==> src/rtl/rv32_imm_encoder_if.sv <==
// Request/response bundle for the RV32 immediate encoder.
// Valid/ready on both the request and the output word side.
interface rv32_imm_encoder_if;
  logic        in_valid;
  logic        in_ready;
  logic [2:0]  in_fmt;
  logic [31:0] in_instr;
  logic [31:0] in_imm;
  logic        out_valid;
  logic        out_ready;
  logic [31:0] out_instr;
  logic        out_err;
  logic        out_last;

  modport master (
    output in_valid, in_fmt, in_instr, in_imm, out_ready,
    input  in_ready, out_valid, out_instr, out_err, out_last
  );

  modport slave (
    input  in_valid, in_fmt, in_instr, in_imm, out_ready,
    output in_ready, out_valid, out_instr, out_err, out_last
  );
endinterface

==> src/rtl/rv32_imm_encoder.sv <==
// Packs immediates into RV32 instruction templates, range-checks them,
// and expands LI into one or two words (LUI+ADDI).
module rv32_imm_encoder #(
  parameter bit CHECK_RANGE = 1'b1,
  parameter bit LI_SHORTEN  = 1'b1
) (
  input logic clk,
  input logic reset_n,
  rv32_imm_encoder_if.slave bus
);
  localparam logic [2:0] F_I  = 3'd0;
  localparam logic [2:0] F_S  = 3'd1;
  localparam logic [2:0] F_B  = 3'd2;
  localparam logic [2:0] F_U  = 3'd3;
  localparam logic [2:0] F_J  = 3'd4;
  localparam logic [2:0] F_SH = 3'd5;
  localparam logic [2:0] F_Z  = 3'd6;
  localparam logic [6:0] OP_LUI = 7'h37;
  localparam logic [6:0] OP_IMM = 7'h13;

  typedef enum logic {IDLE, LI_SECOND} state_t;

  state_t      state_q, state_d;
  logic [31:0] second_q;
  logic [31:0] imm, tmpl;
  logic        adv, accept;
  logic        ok11, ok12, ok20;
  logic [4:0]  rd;
  logic [11:0] lo;
  logic [19:0] hi;
  logic [31:0] w_lui, w_addi0, w_addi;
  logic [31:0] enc_instr;
  logic        enc_err, enc_last, two;

  assign imm  = bus.in_imm;
  assign tmpl = bus.in_instr;

  assign adv         = !bus.out_valid || bus.out_ready;
  assign bus.in_ready = (state_q == IDLE) && adv;
  assign accept      = bus.in_valid && bus.in_ready;

  assign ok11 = (&imm[31:11]) | ~(|imm[31:11]);
  assign ok12 = (&imm[31:12]) | ~(|imm[31:12]);
  assign ok20 = (&imm[31:20]) | ~(|imm[31:20]);

  // hi rounds up when lo is negative so ADDI's sign extension cancels out
  assign rd      = tmpl[11:7];
  assign lo      = imm[11:0];
  assign hi      = imm[31:12] + {19'd0, imm[11]};
  assign w_lui   = {hi, rd, OP_LUI};
  assign w_addi0 = {lo, 5'd0, 3'b000, rd, OP_IMM};
  assign w_addi  = {lo, rd, 3'b000, rd, OP_IMM};

  always_comb begin
    enc_instr = tmpl;
    enc_err   = 1'b0;
    enc_last  = 1'b1;
    two       = 1'b0;
    unique case (bus.in_fmt)
      F_I: begin
        enc_instr = {imm[11:0], tmpl[19:0]};
        enc_err   = !ok11;
      end
      F_S: begin
        enc_instr = {imm[11:5], tmpl[24:12], imm[4:0], tmpl[6:0]};
        enc_err   = !ok11;
      end
      F_B: begin
        enc_instr = {imm[12], imm[10:5], tmpl[24:12],
                     imm[4:1], imm[11], tmpl[6:0]};
        enc_err   = !ok12 || imm[0];
      end
      F_U: begin
        enc_instr = {imm[31:12], tmpl[11:0]};
        enc_err   = |imm[11:0];
      end
      F_J: begin
        enc_instr = {imm[20], imm[10:1], imm[11], imm[19:12], tmpl[11:0]};
        enc_err   = !ok20 || imm[0];
      end
      F_SH: begin
        enc_instr = {tmpl[31:25], imm[4:0], tmpl[19:0]};
        enc_err   = |imm[31:5];
      end
      F_Z: begin
        enc_instr = {tmpl[31:20], imm[4:0], tmpl[14:0]};
        enc_err   = |imm[31:5];
      end
      default: begin
        if (LI_SHORTEN && ok11) begin
          enc_instr = w_addi0;
        end else if (LI_SHORTEN && lo == 12'd0) begin
          enc_instr = w_lui;
        end else begin
          enc_instr = w_lui;
          enc_last  = 1'b0;
          two       = 1'b1;
        end
      end
    endcase
    if (!CHECK_RANGE) enc_err = 1'b0;
  end

  always_comb begin
    state_d = state_q;
    unique case (state_q)
      IDLE:      if (accept && two) state_d = LI_SECOND;
      LI_SECOND: if (adv) state_d = IDLE;
      default:   state_d = IDLE;
    endcase
  end

  always_ff @(posedge clk) begin
    if (!reset_n) begin
      state_q       <= IDLE;
      second_q      <= 32'd0;
      bus.out_valid <= 1'b0;
      bus.out_instr <= 32'd0;
      bus.out_err   <= 1'b0;
      bus.out_last  <= 1'b0;
    end else begin
      state_q <= state_d;
      if (accept) second_q <= w_addi;
      if (adv) begin
        if (state_q == LI_SECOND) begin
          bus.out_valid <= 1'b1;
          bus.out_instr <= second_q;
          bus.out_err   <= 1'b0;
          bus.out_last  <= 1'b1;
        end else if (accept) begin
          bus.out_valid <= 1'b1;
          bus.out_instr <= enc_instr;
          bus.out_err   <= enc_err;
          bus.out_last  <= enc_last;
        end else begin
          bus.out_valid <= 1'b0;
        end
      end
    end
  end
endmodule
==> src/flat_wrapper.sv <==
// flat-port wrapper written by rule: the top's interface ports become plain ports
module rv32_imm_encoder_flat 
#(
  parameter bit CHECK_RANGE = 1'b1,
  parameter bit LI_SHORTEN  = 1'b1
)
  (clk, reset_n, bus_in_valid, bus_in_fmt, bus_in_instr, bus_in_imm, bus_out_ready, bus_in_ready, bus_out_valid, bus_out_instr, bus_out_err, bus_out_last);
  rv32_imm_encoder_if bus_i ();
  input logic clk;
  input logic reset_n;
  input wire logic [$bits(bus_i.in_valid)-1:0] bus_in_valid;
  input wire logic [$bits(bus_i.in_fmt)-1:0] bus_in_fmt;
  input wire logic [$bits(bus_i.in_instr)-1:0] bus_in_instr;
  input wire logic [$bits(bus_i.in_imm)-1:0] bus_in_imm;
  input wire logic [$bits(bus_i.out_ready)-1:0] bus_out_ready;
  output wire logic [$bits(bus_i.in_ready)-1:0] bus_in_ready;
  output wire logic [$bits(bus_i.out_valid)-1:0] bus_out_valid;
  output wire logic [$bits(bus_i.out_instr)-1:0] bus_out_instr;
  output wire logic [$bits(bus_i.out_err)-1:0] bus_out_err;
  output wire logic [$bits(bus_i.out_last)-1:0] bus_out_last;
  assign bus_i.in_valid = bus_in_valid;
  assign bus_i.in_fmt = bus_in_fmt;
  assign bus_i.in_instr = bus_in_instr;
  assign bus_i.in_imm = bus_in_imm;
  assign bus_i.out_ready = bus_out_ready;
  assign bus_in_ready = bus_i.in_ready;
  assign bus_out_valid = bus_i.out_valid;
  assign bus_out_instr = bus_i.out_instr;
  assign bus_out_err = bus_i.out_err;
  assign bus_out_last = bus_i.out_last;
  rv32_imm_encoder #(.CHECK_RANGE(CHECK_RANGE), .LI_SHORTEN(LI_SHORTEN)) u_core (.clk(clk), .reset_n(reset_n), .bus(bus_i));
endmodule
==> config.mk <==
export PLATFORM = sky130hd
export DESIGN_NAME = rv32_imm_encoder_flat
export DESIGN_NICKNAME = d
export VERILOG_FILES = /design/src/rtl/rv32_imm_encoder_if.sv /design/src/rtl/rv32_imm_encoder.sv /design/src/flat_wrapper.sv
export SDC_FILE = /design/constraint.sdc
export NUM_CORES = 1
export LEC_CHECK = 0
export ABC_AREA = 1
export CAP_MARGIN = 20
export CORE_MARGIN = 4
export CORE_UTILIZATION = 40
export DETAILED_ROUTE_END_ITERATION = 16
export PLACE_DENSITY_LB_ADDON = 0.1
export SLEW_MARGIN = 40
export SYNTH_ARGS = -nofsm -noshare
export SYNTH_HDL_FRONTEND = slang
export SYNTH_SLANG_ARGS = --single-unit
==> constraint.sdc <==
create_clock -name clk -period 2.2 [get_ports clk]
set_input_delay 0.44 -clock clk [delete_from_list [all_inputs] [get_ports clk]]
set_output_delay 0.44 -clock clk [all_outputs]
set_load 0.02 [all_outputs]
==> flow_summary.toml <==
[outcome]
status = "finished, final reports clean"

[sta]
setup_violations = 0
skew_ns = 0.0116
slew_viol_final = 0
rsz0062_at_grt = "false"
fin_ws_ns = 0.0557
worstMarginPinSlew_ns = 0.382
fmax_mhz = 466
finalCriticalPeriod_ns = 2.14
post-route-period-util_pct = 97.5
finalHoldViolCount = 0
slew_headroom_pct = 74.6

[route]
viasPerCell = 5.26
vias = 4477
drt_iter0_drc = 200
wirelength_um = 14400
first_pass_iters = 5
ant_nets = 0
wire_per_inst_um = 16.9
drc_errors = 0

[pwr]
vdd_ir_drop_max_mv = 0.316
power_leakage_nw = 2.40
powerDensity_nw_per_um2 = 472
power_mw = 2.61

[floorplan]
chipWidth_um = 103
die-height_um = 103
initial_core_util_pct = 41.4
core_sq_um = 8810
io_pins = 107
fp.dieArea_sq_um = 10700
row_count = 34

[setup_path]
r2r_slack_ns = 0.59
ff2ff_path_depth = 7
crit-reg2reg-launch = "u_core.state_q"
cp_max_fo = 2
cp-start-kind = "primary input"
cp_data_required_time_ns = 1.76
reg2reg_to = "u_core.bus.out_instr[7]"
worstSetupEndpointType = "output pin"
startpoint = "bus_out_ready"
critical_path_class = "in -> out"
critPathArrivalTime_ns = 1.70

[global_route]
grt_remaining_overflow = 0
antenna_found_initial = 0
grt_pass1_vias = 4487
grt_first_pass_wirelength_um = 22300
grt_start_max_net_pins = 34
grt.total_usage_pct = 27.1

[clocking]
cts_tree = "done"
clock_latency_ns = 0.32
numCtsBuffers = 5
ctsRootBufferMaster = "clkbuf_8"
cts_hold_buf = 0
cts_sinks = 54
clk_pin_slew_ns = 0.11
htree_levels = 2
clock_path_buffers = 2

[synth]
syn-num-nets = 640
synthTopCellsByArea = "dfxtp_1 30%, nand2_1 15%, a21oi_1 8.2%, o21ai_0 5.9%, nand3_1 5.4%"
yosys.area.top_type = "dfxtp_1"
synth.avg_cell_area_sq_um = 6.44
ys_seq_area_share_pct = 29.6
synthesis.area_sq_um = 3650
synth.top_cell.area_share_pct = 29.6
synth_cell_types = 40
synth.ff_latch_count = 54
ys.warnings.count = 0
syn_inst = 566

[job]
maxCapViolCount = 0

[finish]
final_cell_mix = "150 x nand2_1, 105 x clkdlybuf4s50_1, 83 x buf_4"
fin_nets = 816
multi_input_area_sq_um = 2240
layout_commonest_cell = "nand2_1"
area_growth_pct = 51.4
drive_above_1_share_pct = 18.2
nFillCells = 848
final_area_sq_um = 5520
regArea_sq_um = 1080
antenna_cells = 0

[placed_design]
dp_hpwl_um = 11500
finalWeightedCongestion = 0.956
pre_cts_ws_ns = -0.195
post_dp_cell_area_sq_um = 5410
portBuffers = 106

[min_path]
hold_start = "u_core.second_q[27]"
min-delay-path-class = "reg -> reg"
hold_end = "u_core.second_q[27]"
hold_depth = 2
[sequential cells by signal, indices dropped and copies added (netlist names)]
name,count
u_core.bus.out_err,1
u_core.bus.out_instr,32
u_core.bus.out_last,1
u_core.bus.out_valid,1
u_core.second_q,18
u_core.state_q,1
[power by group]
group	switching (mW)	internal (mW)	leakage (nW)
Clock	0.354	0.260	0.0478
Sequential	0.0380	1.06	0.446
Combinational	0.475	0.423	1.91
Total	0.867	1.74	2.40
[layer usage]
layer  vias to the layer above  global-route usage, %  share of wire, %
li1                       2249                      -                 -
met5                         -                      0                 0
met2                       168                   45.7                47
met3                        37                   4.69               6.8
met1                      2023                   34.0                43
met4                         0                   11.0               3.6
[cells in the mapped netlist, drive strengths merged]
library cell,count
a31oi,5
buf,5
dfxtp,54
a221oi,3
o211a,1
nor2,37
o221ai,2
o22ai,4
clkbuf,17
a211oi,6
or2,1
nor3,5
nand3,46
xnor2,1
nand2,155
clkinv,1
xor2,12
a21oi,70
ha,3
nand3b,2
inv,61
nand4,9
o21a,1
o21ai,53
o211ai,12
[worst max-delay path, stage by stage]
cell and delay (ns):
clkdlybuf4s50_1 0.45, nor2_1 0.05, nor2_1 0.13, clkdlybuf4s50_1 0.63
[cell families (layout without fill, tap and decap cells)]
family	after synthesis	after routing	synth area share (%)
buffers and inverters	84	261	9.16
XOR/XNOR	13	13	3.12
AND/OR/NAND/NOR	255	255	32.1
adder cells (fa/ha/maj)	3	3	1.03
flip-flops	54	54	29.7
AO/OA/AOI/OAI	157	157	24.9
[how the worst max path moves through the flow]
stage	end	slack, ns	cells past startpoint
after global routing	u_core.bus.out_instr[28]	0.01	14
final	bus_in_ready	0.06	4
after floorplan	u_core.bus.out_instr[24]	0.42	10
after detailed placement	u_core.bus.out_instr[12]	-0.19	12
after CTS	bus_in_ready	0.05	4
after global placement	u_core.bus.out_instr[14]	-0.16	12
[layout make-up]
class / instances / area share, %
well taps: 108 / 2.45
clock inverters: 2 / 0.295
inverters: 62 / 4.31
flip-flops and latches: 54 / 19.6
clock buffers: 6 / 1.50
multi-input cells: 428 / 40.6
repair buffers: 191 / 31.3
[what timing repair did]
item	in CTS	in global routing
setup endpoints to repair	0	6
buffers inserted	0	0
gates resized for setup	0	4
[through the flow]
step	hold slack [ns]	setup TNS, ns	util, %	std cells
finish	0.464	0	62.7	851
detailed placement	0.445	-2.95	61.4	843
global placement	0.442	-2.23	61.4	843
floorplan	0.430	0	-	566
global route	0.487	0	62.7	851
CTS	0.461	0	62.5	851
Note: power is estimated with default switching activity, not from simulation.
